**src/rtl/seg_scan_595_pkg.sv**
```systemverilog
// Shared constants for the 74HC595 scanned 7-segment display: segment codes,
// shifter state encoding, display mode encoding and frame geometry.
package seg_pkg;

  localparam int FRAME_W        = 14;
  localparam int BITS_PER_FRAME = 14;
  localparam int PHASES_PER_BIT = 4;
  localparam int LATCH_CYCLES   = 4;

  // Active-low segment codes, bit order {dp, g, f, e, d, c, b, a}.
  localparam logic [7:0] SEG_0     = 8'hC0;
  localparam logic [7:0] SEG_1     = 8'hF9;
  localparam logic [7:0] SEG_2     = 8'hA4;
  localparam logic [7:0] SEG_3     = 8'hB0;
  localparam logic [7:0] SEG_4     = 8'h99;
  localparam logic [7:0] SEG_5     = 8'h92;
  localparam logic [7:0] SEG_6     = 8'h82;
  localparam logic [7:0] SEG_7     = 8'hF8;
  localparam logic [7:0] SEG_8     = 8'h80;
  localparam logic [7:0] SEG_9     = 8'h90;
  localparam logic [7:0] SEG_BLANK = 8'hFF;
  localparam logic [7:0] SEG_DASH  = 8'hBF;
  localparam logic [7:0] SEG_E     = 8'h86;

  typedef enum logic [1:0] {WAIT, SHIFT, LATCH} shift_state_e;
  typedef enum logic {IDLE, RUN} mode_e;

  // Nibbles above 9 are not BCD and render as 'E'.
  function automatic logic [7:0] seg_of_nibble(input logic [3:0] nib);
    case (nib)
      4'd0:    return SEG_0;
      4'd1:    return SEG_1;
      4'd2:    return SEG_2;
      4'd3:    return SEG_3;
      4'd4:    return SEG_4;
      4'd5:    return SEG_5;
      4'd6:    return SEG_6;
      4'd7:    return SEG_7;
      4'd8:    return SEG_8;
      4'd9:    return SEG_9;
      default: return SEG_E;
    endcase
  endfunction

endpackage

```
**src/rtl/seg_scan_595_hc595_shifter.sv**
```systemverilog
// Serialises one 14-bit frame LSB first onto ds/shcp (4 clocks per bit), then
// pulses stcp to latch it into the cascaded 74HC595 pair.
module hc595_shifter
  import seg_pkg::*;
(
  input  logic               clk_25m,
  input  logic               rst_n,
  input  logic [FRAME_W-1:0] word,
  input  logic               load,
  output logic               ds,
  output logic               shcp,
  output logic               stcp,
  output logic               busy,
  output logic               done
);

  shift_state_e       state_q, state_d;
  logic [3:0]         bit_q, bit_d;
  logic [1:0]         phase_q, phase_d;
  logic [FRAME_W-1:0] word_q, word_d;
  logic               ds_q, ds_d;
  logic               shcp_q, shcp_d;
  logic               stcp_q, stcp_d;

  // NOTE: every always_comb output takes its default first, so no path leaves a latch.
  always_comb begin
    state_d = state_q;
    bit_d   = bit_q;
    phase_d = phase_q;
    word_d  = word_q;
    case (state_q)
      WAIT: begin
        if (load) begin
          state_d = SHIFT;
          word_d  = word;
          bit_d   = '0;
          phase_d = '0;
        end
      end
      SHIFT: begin
        phase_d = phase_q + 2'd1;
        if (phase_q == 2'(PHASES_PER_BIT - 1)) begin
          if (bit_q == 4'(BITS_PER_FRAME - 1)) begin
            state_d = LATCH;
            bit_d   = '0;
          end else begin
            bit_d = bit_q + 4'd1;
          end
        end
      end
      LATCH: begin
        phase_d = phase_q + 2'd1;
        if (phase_q == 2'(LATCH_CYCLES - 1)) state_d = WAIT;
      end
      default: state_d = WAIT;
    endcase

    // Pin values are derived from the next state so they leave a flop aligned with it.
    ds_d   = (state_d == SHIFT) ? word_d[bit_d] : 1'b0;
    shcp_d = (state_d == SHIFT) && phase_d[1];
    stcp_d = (state_d == LATCH) && (phase_d == 2'd1 || phase_d == 2'd2);
  end

  // NOTE: sequential state uses non-blocking assignments only, so all flops update together.
  always_ff @(posedge clk_25m or negedge rst_n) begin
    if (!rst_n) begin
      state_q <= WAIT;
      bit_q   <= '0;
      phase_q <= '0;
      word_q  <= '0;
      ds_q    <= 1'b0;
      shcp_q  <= 1'b0;
      stcp_q  <= 1'b0;
    end else begin
      state_q <= state_d;
      bit_q   <= bit_d;
      phase_q <= phase_d;
      word_q  <= word_d;
      ds_q    <= ds_d;
      shcp_q  <= shcp_d;
      stcp_q  <= stcp_d;
    end
  end

  assign ds   = ds_q;
  assign shcp = shcp_q;
  assign stcp = stcp_q;
  assign busy = (state_q != WAIT);
  assign done = (state_q == LATCH) && (phase_q == 2'(LATCH_CYCLES - 1));

endmodule

```
**src/rtl/seg_scan_595.sv**
```systemverilog
// 6-digit multiplexed score display over two cascaded 74HC595s.
// Optional IDLE blink is built when SEG_BLINK_EN is defined.
module seg_scan_595
  import seg_pkg::*;
#(
  parameter int SCAN_CNT_MAX = 24_999,
  parameter int NUM_DIGITS   = 6
) (
  input  logic       clk_25m,
  input  logic       rst_n,
  input  logic [7:0] bcd_data,
  input  logic       clear_signal,
  input  logic       start_signal,
  output logic       stcp,
  output logic       shcp,
  output logic       ds,
  output logic       oe
);

  localparam int CNT_W = $clog2(SCAN_CNT_MAX + 1);
  localparam int DIG_W = $clog2(NUM_DIGITS);

  logic [CNT_W-1:0]      scan_cnt_q, scan_cnt_d;
  mode_e                 mode_q, mode_d;
  logic [DIG_W-1:0]      digit_q, digit_d;
  logic                  oe_q, oe_d;
  logic                  tick;
  logic                  blank_idle;
  logic                  busy;
  logic                  done;
  logic [7:0]            seg;
  logic [NUM_DIGITS-1:0] sel;
  logic [FRAME_W-1:0]    frame_word;

  assign tick = (scan_cnt_q == CNT_W'(SCAN_CNT_MAX));

`ifdef SEG_BLINK_EN
  logic [8:0] blink_cnt_q, blink_cnt_d;
  logic       blink_phase_q, blink_phase_d;

  always_comb begin
    blink_cnt_d   = blink_cnt_q;
    blink_phase_d = blink_phase_q;
    if (tick) begin
      if (blink_cnt_q == 9'd249) begin
        blink_cnt_d   = '0;
        blink_phase_d = ~blink_phase_q;
      end else begin
        blink_cnt_d = blink_cnt_q + 9'd1;
      end
    end
  end

  always_ff @(posedge clk_25m or negedge rst_n) begin
    if (!rst_n) begin
      blink_cnt_q   <= '0;
      blink_phase_q <= 1'b0;
    end else begin
      blink_cnt_q   <= blink_cnt_d;
      blink_phase_q <= blink_phase_d;
    end
  end

  assign blank_idle = blink_phase_q;
`else
  assign blank_idle = 1'b0;
`endif

  always_comb begin
    scan_cnt_d = tick ? '0 : scan_cnt_q + CNT_W'(1);

    // Clear has priority when both pulses land in the same cycle.
    mode_d = mode_q;
    if (clear_signal)      mode_d = IDLE;
    else if (start_signal) mode_d = RUN;

    digit_d = digit_q;
    oe_d    = oe_q;
    if (done) begin
      digit_d = (digit_q == DIG_W'(NUM_DIGITS - 1)) ? '0 : digit_q + DIG_W'(1);
      oe_d    = 1'b0;
    end

    sel = NUM_DIGITS'(1) << digit_q;
    seg = SEG_BLANK;
    if (mode_q == IDLE) begin
      seg = blank_idle ? SEG_BLANK : SEG_DASH;
    end else if (digit_q == DIG_W'(0)) begin
      seg = seg_of_nibble(bcd_data[3:0]);
    end else if (digit_q == DIG_W'(1)) begin
      seg = (bcd_data[7:4] == 4'd0) ? SEG_BLANK : seg_of_nibble(bcd_data[7:4]);
    end
    frame_word = {seg, sel};
  end

  always_ff @(posedge clk_25m or negedge rst_n) begin
    if (!rst_n) begin
      scan_cnt_q <= '0;
      mode_q     <= IDLE;
      digit_q    <= '0;
      oe_q       <= 1'b1;
    end else begin
      scan_cnt_q <= scan_cnt_d;
      mode_q     <= mode_d;
      digit_q    <= digit_d;
      oe_q       <= oe_d;
    end
  end

  // The shifter captures frame_word on load, freezing bcd_data and mode for the frame.
  hc595_shifter u_shifter (
    .clk_25m (clk_25m),
    .rst_n   (rst_n),
    .word    (frame_word),
    .load    (tick && !busy),
    .ds      (ds),
    .shcp    (shcp),
    .stcp    (stcp),
    .busy    (busy),
    .done    (done)
  );

  assign oe = oe_q;

endmodule

```
**config.mk**
```make
export PLATFORM = sky130hd
export DESIGN_NAME = seg_scan_595
export DESIGN_NICKNAME = d
export VERILOG_FILES = /design/src/rtl/seg_scan_595_pkg.sv /design/src/rtl/seg_scan_595_hc595_shifter.sv /design/src/rtl/seg_scan_595.sv
export SDC_FILE = /design/constraint.sdc
export NUM_CORES = 1
export LEC_CHECK = 0
export CAP_MARGIN = 20
export CORE_MARGIN = 5
export CORE_UTILIZATION = 45
export CTS_CLUSTER_SIZE = 28
export DETAILED_ROUTE_END_ITERATION = 10
export GPL_TIMING_DRIVEN = 0
export PLACE_DENSITY = 0.62
export SLEW_MARGIN = 10
export SYNTH_ARGS = -nofsm -noshare
export SYNTH_HDL_FRONTEND = slang
export SYNTH_SLANG_ARGS = --single-unit
```
**constraint.sdc**
```tcl
create_clock -name clk_25m -period 5.3 [get_ports clk_25m]
set_clock_uncertainty 0.1 [all_clocks]
set_input_delay 1.59 -clock clk_25m [delete_from_list [all_inputs] [get_ports clk_25m]]
set_output_delay 1.59 -clock clk_25m [all_outputs]
set_load 0.01 [all_outputs]
```
# --- Word-level counts from Yosys, hierarchy flattened ---
# Memories as Yosys holds them, arrays and structs flattened.
# Index checks and enable logic that the tools add are counted.
totals:
  ff_bits: 45
  romBits: 224
  in_bits: 12
  elab_cells: 66
  n_memories: 2
classes:
  n_addsub: 4
  n_lt_le_gt_ge: 1
  eq_ne: 11
  shifts: 1
  n_mux: 24
  n_reduce_logical: 12
mem_list:
  columns: ["name", "depth", "word_bits", "rd", "rd_clocked_by_memory_dff", "write_ports", "line_no", "source"]
  rows:
  - ["(no name shown)", 16, 7, 1, 0, 0, "seg_scan_595_pkg.sv:30", "case (nib)"]
  - ["(no name shown)", 16, 7, 1, 0, 0, "seg_scan_595_pkg.sv:30", null]
op_table:
  columns: ["operator", "n"]
  rows:
  - ["$mux 8", 4]
  - ["$mux 14", 2]
  - ["$add 15x1->15 const B", 1]
  - ["$eq 15x15->1 const B", 1]
  - ["$mux 15", 1]
  - ["$mux 4", 3]
  - ["$mux 2", 5]
  - ["$eq 2x2->1 const B", 4]
  - ["$pmux 4 s2", 1]
  - ["$eq 2x1->1 const B", 3]
  - ["$pmux 2 s3", 1]
  - ["$shl 1x3->6 const A", 1]
  - ["$lt 4x5->1 const B", 1]
  - ["$add 4x1->4 const B", 1]
  - ["$bmux 1 s4", 1]
  - ["$eq 4x4->1 const B", 1]
  - ["$logic_and 1x1->1", 4]
  - ["$logic_not 4->1", 1]
  - ["$mux 1", 4]
  - ["$pmux 2 s2", 1]
  - ["$reduce_bool 2->1", 2]
  - ["$add 3x1->3 const B", 1]
  - ["$eq 3x1->1 const B", 1]
  - ["$eq 3x3->1 const B", 1]
  - ["7 further kinds", 7]

# --- Depth between registers and ports, before layout ---
# Gate-level depths: netlist of the first run.
logic_depth:
  ltp_word: 10
  depth_mapped: 12

# --- Cells and area by module ---
# A second synthesis of the first run with hierarchy kept.
unflattened:
  hier_cells: 291
  area_unflattened_um2: 2850.2
modules_own_cells:
  columns: ["mod", "instances", "cells_per_inst", "area_per_inst_um2", "seq_area_each_um2"]
  rows:
  - ["hc595_shifter", 1, 132, 1446.4, 625.6]
  - ["seg_scan_595", 1, 159, 1403.8, 501.7]

# --- Worst setup path before layout of the first run ---
# Ideal clock, no wire load.
synth_timing:
  kind: "input to register"
  from: "input port bcd_data[4]"
  to: "register u_shifter.ds_q (netlist: u_shifter.ds)"
  setup_time_ps: 66
  arrival_time_ps: 3063
  setup_slack_ps: 2072
  cell_stages: 9
  n_path_buf: 0
  path_cell_list: "inv_1 -> ha_1 -> or3b_2 -> nand2_1 -> o21ai_0 -> a31oi_1 -> a22oi_1 -> a32oi_1 -> a22o_1"
synth_between:
  elab_chain_len: 10
  elab_cells_between_ends: 11
  cone_classes: "mux (9); reduce/logical (1); memory (1)"
synth_rtl:
  columns: ["element", "line_no", "source"]
  rows:
  - ["start: declaration", "seg_scan_595.sv:11", "input logic [7:0] bcd_data,"]
  - ["$mem_v2 16x7 or $logic_not 4->1 (tied branches)", null, null]
  - ["$mux 8 (*)", "seg_scan_595.sv:91", "seg = (bcd_data[7:4] == 4'd0) ? SEG_BLANK : seg_of_nibble(bcd_data[7:4]);"]
  - ["$mux 8 (*)", "seg_scan_595.sv:90", "end else if (digit_q == DIG_W'(1)) begin"]
  - ["$mux 8 (*)", "seg_scan_595.sv:88", "end else if (digit_q == DIG_W'(0)) begin"]
  - ["$mux 8 (*)", "seg_scan_595.sv:86", "if (mode_q == IDLE) begin"]
  - ["$mux 14 (*)", "seg_scan_595_hc595_shifter.sv:33", "if (load) begin"]
  - ["$mux 14 (*)", "seg_scan_595_hc595_shifter.sv:31", "case (state_q)"]
  - ["via u_shifter.word_d[7]", "seg_scan_595_hc595_shifter.sv:20", "logic [FRAME_W-1:0] word_q, word_d;"]
  - ["$bmux 1 s4 (*)", "seg_scan_595_hc595_shifter.sv:59", "ds_d = (state_d == SHIFT) ? word_d[bit_d] : 1'b0;"]
  - ["$mux 1 (not written as such) (*)", "seg_scan_595_hc595_shifter.sv:59", null]
  - ["$mux 1 (*)", "seg_scan_595_hc595_shifter.sv:59", null]
  - ["via u_shifter.ds_d", "seg_scan_595_hc595_shifter.sv:21", "logic ds_q, ds_d;"]
  - ["end signal: assignment", "seg_scan_595_hc595_shifter.sv:79", "ds_q <= ds_d;"]
  - ["end: declaration", "seg_scan_595_hc595_shifter.sv:21", null]
# Mark *: on every way through the listed nets, which the timed path passes. The rest lies on a longest branch. The select of a mux whose other input is x is not followed.
# A chain may end at the register's enable or synchronous reset.

# --- Final worst setup path of the first run ---
layout_timing:
  from: "input port bcd_data[5]"
  to: "register u_shifter.ds_q (netlist: u_shifter.ds)"
# Same word-level chain as after synthesis.

==> results of run 1 <==
[layer usage]
metal  vias to the layer above  wire (um)  GRT usage
met5                         -          0          0
met4                         0         72     0.0440
met3                         7        164     0.0317
met2                        32       2740      0.277
met1                      1000       2500      0.204
li1                       1085          -          -
[path summary, 6_finish.rpt]
kind	start	endpoint	slack [ns]	cells after the start
max	bcd_data[5]	u_shifter.ds$_DFF_PN0_	1.51	10
min	u_shifter.word_q[13]$_DFF_PN0_	u_shifter.word_q[13]$_DFF_PN0_	0.37	1
max reg2reg	u_shifter.state_q[0]$_DFF_PN0_	u_shifter.ds$_DFF_PN0_	2.55	10
min reg2reg	u_shifter.word_q[13]$_DFF_PN0_	u_shifter.word_q[13]$_DFF_PN0_	0.37	1
max in group asynchronous	rst_n	oe$_DFFE_PN1P_	3.44	2
min in group asynchronous	rst_n	u_shifter.bit_q[3]$_DFF_PN0_	1.10	1
[sequential cells by signal, indices dropped and copies added, names as in the netlist]
signal and count:
digit_q 3, mode_q 1, oe 1, scan_cnt_q 15, u_shifter.bit_q 4, u_shifter.ds 1
u_shifter.phase_q 2, u_shifter.shcp 1, u_shifter.state_q 2, u_shifter.stcp 1, u_shifter.word_q 14
[critical path, cell delays in order]
cell and delay [ns]:
clkdlybuf4s50_1 0.49, inv_1 0.14, ha_1 0.18, or3b_2 0.48
nand2_1 0.11, o21ai_0 0.12, a31oi_1 0.26, a22oi_1 0.13
a32oi_1 0.26, a22o_1 0.17
[placed cells by master, fill, tap and decap left out, types with 2 or more instances in the layout]
cell / n
o311ai_0: 2
nand4_1: 5
or2b_1: 2
nor2b_1: 6
nor3_1: 4
buf_2: 5
xnor2_1: 5
mux2i_1: 3
a31oi_1: 7
nand3_1: 10
mux2_2: 4
clkdlybuf4s50_1: 13
nand3b_1: 2
o21ai_0: 12
a21oi_1: 9
or2_2: 4
a211o_1: 2
o211ai_1: 6
inv_1: 15
and3_1: 4
a22o_1: 2
nor3b_1: 4
nand2_1: 27
nor2_1: 30
ha_1: 19
xor2_1: 10
or3b_2: 4
clkbuf_1: 10
a211oi_1: 3
nand2b_1: 4
dfrtp_1: 44
clkbuf_8: 6
mux2_1: 2
a32oi_1: 2
and2_1: 3
[area by class of cell]
type	instances	area [sq um]
repair buffers	15	155
well taps	75	93.8
clock buffers	7	86.3
plain buffers	14	65.1
multi-input cells	220	1540
fillers	586	2870
inverters	16	60.1
flip-flops and latches	45	1130
[synthesized netlist by cell type, types with 4 or more instances]
| cell type | instances | share of area |
|---|---|---|
| o211ai_1 | 6 | 0.016 |
| a21oi_1 | 9 | 0.016 |
| nor2_1 | 30 | 0.040 |
| nand2_1 | 27 | 0.036 |
| nand4_1 | 5 | 0.011 |
| inv_1 | 15 | 0.020 |
| mux2_2 | 4 | 0.016 |
| nand2b_1 | 4 | 0.0090 |
| dfrtp_1 | 44 | 0.39 |
| and3_1 | 4 | 0.0090 |
| xor2_1 | 10 | 0.031 |
| clkbuf_1 | 9 | 0.012 |
| buf_2 | 4 | 0.0072 |
| nor3b_1 | 4 | 0.011 |
| nand3_1 | 10 | 0.018 |
| ha_1 | 19 | 0.085 |
| o21ai_0 | 12 | 0.022 |
| nor3_1 | 4 | 0.0072 |
| or3b_2 | 4 | 0.013 |
| xnor2_1 | 5 | 0.016 |
| nor2b_1 | 6 | 0.013 |
| or2_2 | 4 | 0.0090 |
| a31oi_1 | 7 | 0.016 |
[power by group]
group / total [mW] / internal [mW] / switching [mW]
logic: 0.0448 / 0.0192 / 0.0256
clock network: 0.211 / 0.104 / 0.108
registers: 0.344 / 0.344 / 0.000225
[logic make-up after synthesis]
| logic type | Yosys count |
|---|---|
| compound gates | 58 |
| mux | 10 |
| simple gates | 118 |
| fa+ha+maj | 19 |
| buf+inv | 30 |
| xor+xnor | 15 |
| flops | 45 |
[metrics by stage]
step / power (mW) / worst slack (ns)
3_3_place_gp: 0.395 / 1.26
6_report: 0.601 / 1.51
4_1_cts: 0.607 / 1.52
2_1_floorplan: 0.374 / 2.07
5_1_grt: 0.632 / 1.39
3_5_place_dp: 0.397 / 1.20
==> flow_metrics.py, run 1 <==
metrics = {
    "status": {
        "status": "finished, final reports clean",
    },
    "flow_run": {
        "drv_cap": 0,
    },
    "yosys": {
        "synth_top_family_by_area": "simple AND/OR/NAND/NOR gates",
        "synth.net_count": 326,
        "synth-compound-area-share": 0.147,
        "synth_fa_ha_area_frac": 0.0852,
        "netlist_area_sq_mm": 0.00279,
        "ys_seq_area_frac": 0.404,
        "synth_edf_count": 0,
        "synth_seq_cells": 45,
        "postSynthCellCount": 295,
        "synthXorXnorAreaFrac": 0.0471,
        "synth.avg_cell_area_sq_um": 9.46,
        "yosysUniqueCellTypes": 59,
        "ys_async_sr_fraction": 1.00,
        "dominantRegCellSynth": "dfrtp_1",
        "yosys_warnings": 0,
        "synthSimpleGateAreaFrac": 0.231,
        "synth.mux.area_fraction": 0.0404,
    },
    "drt": {
        "totalWireLength_mm": 5.47,
        "post_drt_wl_per_cell_um": 14.0,
        "dr.pass1.iters": 4,
        "vias_per_cell": 5.42,
        "first_iter_violations": 52,
        "drc_errors": 0,
        "vias": 2124,
        "final_antenna_net_count": 0,
    },
    "sta": {
        "worstMarginPinSlew_ns": 0.621,
        "finalCriticalPeriod_ns": 3.79,
        "setup_viol": 0,
        "rsz0062_at_grt": "false",
        "slew_violations": 0,
        "hold_ws_ns": 0.374,
        "timing.fmax_mhz": 264,
        "hold_violations": 0,
        "fin_crit_sh": 0.716,
        "tns_ns": 0,
        "slew_headroom": 0.584,
    },
    "grt": {
        "grtUsageTotal": 0.160,
        "grt_pass1_wl_mm": 9.94,
        "grt_pass1_vias": 2110,
        "grt_max_degree": 31,
        "grt-ovfl-total": 0,
        "antenna_found_initial": 0,
    },
    "die": {
        "row_count": 28,
        "core_area_sq_mm": 0.00599,
        "start_util": 0.466,
        "fp.dieW_um": 88.7,
        "die_h_um": 88.7,
        "io_pins": 16,
        "dieArea_sq_mm": 0.00787,
    },
    "clocking": {
        "post_cts_buffers": 0,
        "clk_latency_ns": 0.29,
        "path_clk_slew_ns": 0.08,
        "htree_levels": 2,
        "clkSinkCount": 45,
        "ctsRootBufferMaster": "clkbuf_8",
        "cts_buffers": 5,
        "cts_buffer_depth": 2,
        "post_cts_resized": 0,
        "cts_tree": "done",
        "postCtsHoldBufs": 0,
    },
    "pwr": {
        "ir_drop_mv": 0.0976,
        "power.leakage_nw": 1.42,
        "power_density_mw_per_mm2": 192,
    },
    "finish": {
        "drive_above_1_share": 0.110,
        "final_area_sq_mm": 0.00313,
        "final_nets": 348,
        "antenna_cells": 0,
        "syn_to_final_growth_pct": 12.0,
        "utilization": 0.522,
        "fin_cells": 392,
    },
    "setup_path": {
        "start_kind": "primary input",
        "cp-end-kind": "flip-flop",
        "crit_arrival_ns": 3.93,
        "path_max_fanout": 6,
        "critical_path_class": "in -> reg",
        "required_ns": 5.44,
    },
    "place": {
        "placedCellCount": 385,
        "placed_area_sq_mm": 0.00304,
        "io_buffers": 14,
        "gp_congestion": 0.817,
        "dp_hpwl_mm": 4.18,
    },
    "hold_path": {
        "hold_path_class": "reg -> reg",
    },
}
Power figures use the tool's default switching activity.
==> run 2: changes to the inputs <==
==> constraint.sdc (replaced) <==
create_clock -name clk_25m -period 3.9 [get_ports clk_25m]
set_clock_uncertainty 0.1 [all_clocks]
set_input_delay 1.17 -clock clk_25m [delete_from_list [all_inputs] [get_ports clk_25m]]
set_output_delay 1.17 -clock clk_25m [all_outputs]
set_load 0.01 [all_outputs]
==> results of run 2 <==
Same layout as run 1 (identical final DEF). Status: finished, final reports clean.
Main changes from that run: setup slack after placement 1.20 ns -> 0.224 ns; setup slack after layout 1.51 ns -> 0.527 ns; register-to-register setup slack 2.55 ns -> 1.15 ns; total power 0.601 mW -> 0.816 mW; worst IR drop on VDD 0.0976 mV -> 0.133 mV
==> run 3: changes to the inputs <==
--- a/config.mk
+++ b/config.mk
@@ -6,12 +6,14 @@
 export NUM_CORES = 1
 export LEC_CHECK = 0
 export CAP_MARGIN = 20
+export CELL_PAD_IN_SITES_DETAIL_PLACEMENT = 0
+export CELL_PAD_IN_SITES_GLOBAL_PLACEMENT = 1
 export CORE_MARGIN = 5
 export CORE_UTILIZATION = 45
 export CTS_CLUSTER_SIZE = 28
 export DETAILED_ROUTE_END_ITERATION = 10
 export GPL_TIMING_DRIVEN = 0
-export PLACE_DENSITY = 0.62
+export PLACE_DENSITY = 0.76
 export SLEW_MARGIN = 10
 export SYNTH_ARGS = -nofsm -noshare
 export SYNTH_HDL_FRONTEND = slang
==> run 3 against run 2 <==
  * Core utilization increased by 0.56 points
  * Via count fell by 1.0%
  * Sequential share of layout area shrank 0.39 points
  * Non-clock buffer count unchanged
  * First-iteration DRC count increased by 60%
  * Fmax increased by 2.3%
  * Largest power group unchanged
  * Clock power up 28%
  * Clock-buffer cell count decreased by 1
  * Setup slack improved by 0.076 ns
  * Flip-flop and latch count did not move
  * Sequential power about the same
==> flow_metrics.py, run 3 (synthesis results as in run 1) <==
metrics = {
    "status": {
        "status": "finished, final reports clean",
    },
    "drt": {
        "final_antenna_net_count": 0,
        "first_iter_violations": 83,
        "post_drt_wl_per_cell_um": 14.2,
        "vias_per_cell": 5.35,
        "vias": 2102,
        "totalWireLength_mm": 5.59,
        "drc_errors": 0,
        "dr.pass1.iters": 4,
    },
    "clocking": {
        "clk_latency_ns": 0.29,
        "postCtsHoldBufs": 0,
        "ctsRootBufferMaster": "clkbuf_8",
        "cts_buffer_depth": 2,
        "post_cts_resized": 0,
        "htree_levels": 2,
        "cts_buffers": 5,
        "cts_tree": "done",
        "post_cts_buffers": 0,
        "path_clk_slew_ns": 0.09,
        "clkSinkCount": 45,
    },
    "setup_path": {
        "crit_arrival_ns": 3.43,
        "path_max_fanout": 6,
        "start_kind": "primary input",
        "required_ns": 4.04,
        "cp-end-kind": "flip-flop",
        "critical_path_class": "in -> reg",
    },
    "finish": {
        "multi_input_area_sq_mm": 0.00154,
        "fill_cells": 557,
        "antenna_cells": 0,
        "fin_cells": 393,
        "regMostFlops": "scan_cnt_q",
        "largest_reg_flops": 15,
        "final_cell_mix": "44 x dfrtp_1, 30 x nor2_1, 27 x nand2_1",
        "reg_top3": "scan_cnt_q (15), u_shifter.word_q (14), u_shifter.bit_q (4)",
        "drive_above_1_share": 0.116,
        "syn_to_final_growth_pct": 13.2,
        "mostFrequentLayoutCell": "dfrtp_1",
        "final_nets": 348,
        "regArea_sq_mm": 0.00113,
    },
    "pwr": {
        "power.leakage_nw": 1.43,
        "power_density_mw_per_mm2": 284,
        "ir_drop_mv": 0.211,
        "power.total_mw": 0.896,
    },
    "sta": {
        "rsz0062_at_grt": "false",
        "hold_violations": 0,
        "slew_headroom": 0.585,
        "fin_crit_sh": 0.845,
        "setup_viol": 0,
        "slew_violations": 0,
        "finalCriticalPeriod_ns": 3.30,
        "timing.fmax_mhz": 303,
        "worstMarginPinSlew_ns": 0.619,
        "tns_ns": 0,
        "setup_ws_ns": 0.603,
        "hold_ws_ns": 0.379,
    },
    "die": {
        "io_pins": 16,
        "dieArea_sq_mm": 0.00787,
        "fp.dieW_um": 88.7,
        "die_h_um": 88.7,
        "core_area_sq_mm": 0.00599,
        "row_count": 28,
        "start_util": 0.466,
    },
    "grt": {
        "grt_pass1_vias": 2009,
        "grtUsageTotal": 0.159,
        "grt_max_degree": 32,
        "grt_pass1_wl_mm": 9.80,
        "grt-ovfl-total": 0,
        "antenna_found_initial": 0,
    },
    "place": {
        "dp_hpwl_mm": 4.34,
        "io_buffers": 14,
        "gp_congestion": 0.759,
        "placedCellCount": 385,
        "dp_slack_ns": 0.280,
    },
    "hold_path": {
        "hold_path_class": "reg -> reg",
    },
    "flow_run": {
        "drv_cap": 0,
    },
}
==> run 3: power by group <==
group / switching, mW / internal [mW]
Combinational: 0.0346 / 0.0260
Sequential: 0.000324 / 0.468
Clock: 0.159 / 0.208
==> run 3: final timing paths <==
| path | cells after the start | from | to | slack (ns) |
|---|---|---|---|---|
| worst min register to register | 2 | u_shifter.word_q[11]$_DFF_PN0_ | u_shifter.word_q[11]$_DFF_PN0_ | 0.38 |
| worst max register to register | 10 | u_shifter.state_q[0]$_DFF_PN0_ | u_shifter.ds$_DFF_PN0_ | 1.09 |
| worst min-delay path | 2 | u_shifter.word_q[11]$_DFF_PN0_ | u_shifter.word_q[11]$_DFF_PN0_ | 0.38 |
| min in group asynchronous | 1 | rst_n | u_shifter.shcp$_DFF_PN0_ | 0.68 |
| worst max-delay path | 10 | bcd_data[5] | u_shifter.ds$_DFF_PN0_ | 0.60 |
| max in group asynchronous | 2 | rst_n | u_shifter.word_q[1]$_DFF_PN0_ | 2.53 |
==> run 3: worst max-delay path: stages <==
cell and delay [ns]:
clkdlybuf4s50_1 0.50, inv_1 0.14, ha_1 0.17, or3b_2 0.48
nand2_1 0.10, o21ai_0 0.10, a31oi_1 0.22, a22oi_1 0.14
a32oi_1 0.24, a22o_1 0.18
==> run 3: layer usage <==
layer | vias to the layer above | track usage | wire length [um]
met5 | - | 0 | 0
met4 | 0 | 0.0426 | 26
met3 | 2 | 0.0233 | 147
met2 | 25 | 0.249 | 2570
met1 | 992 | 0.229 | 2860
li1 | 1083 | - | -
==> run 3: final cells by class <==
type / count / share of cell area
sequential: 45 / 0.357
clock inverter: 2 / 0.0119
multi-input combinational: 220 / 0.487
timing repair buffer: 15 / 0.0491
clock buffer: 6 / 0.0261
buffer: 14 / 0.0206
tap: 75 / 0.0297
inverter: 16 / 0.0190
==> run 3: through the flow <==
step / instance area (sq um) / utilization
finish: 3160 / 0.527
floorplan: 2790 / -
global placement: 3020 / 0.505
global route: 3160 / 0.527
detailed placement: 3040 / 0.507
CTS: 3160 / 0.527
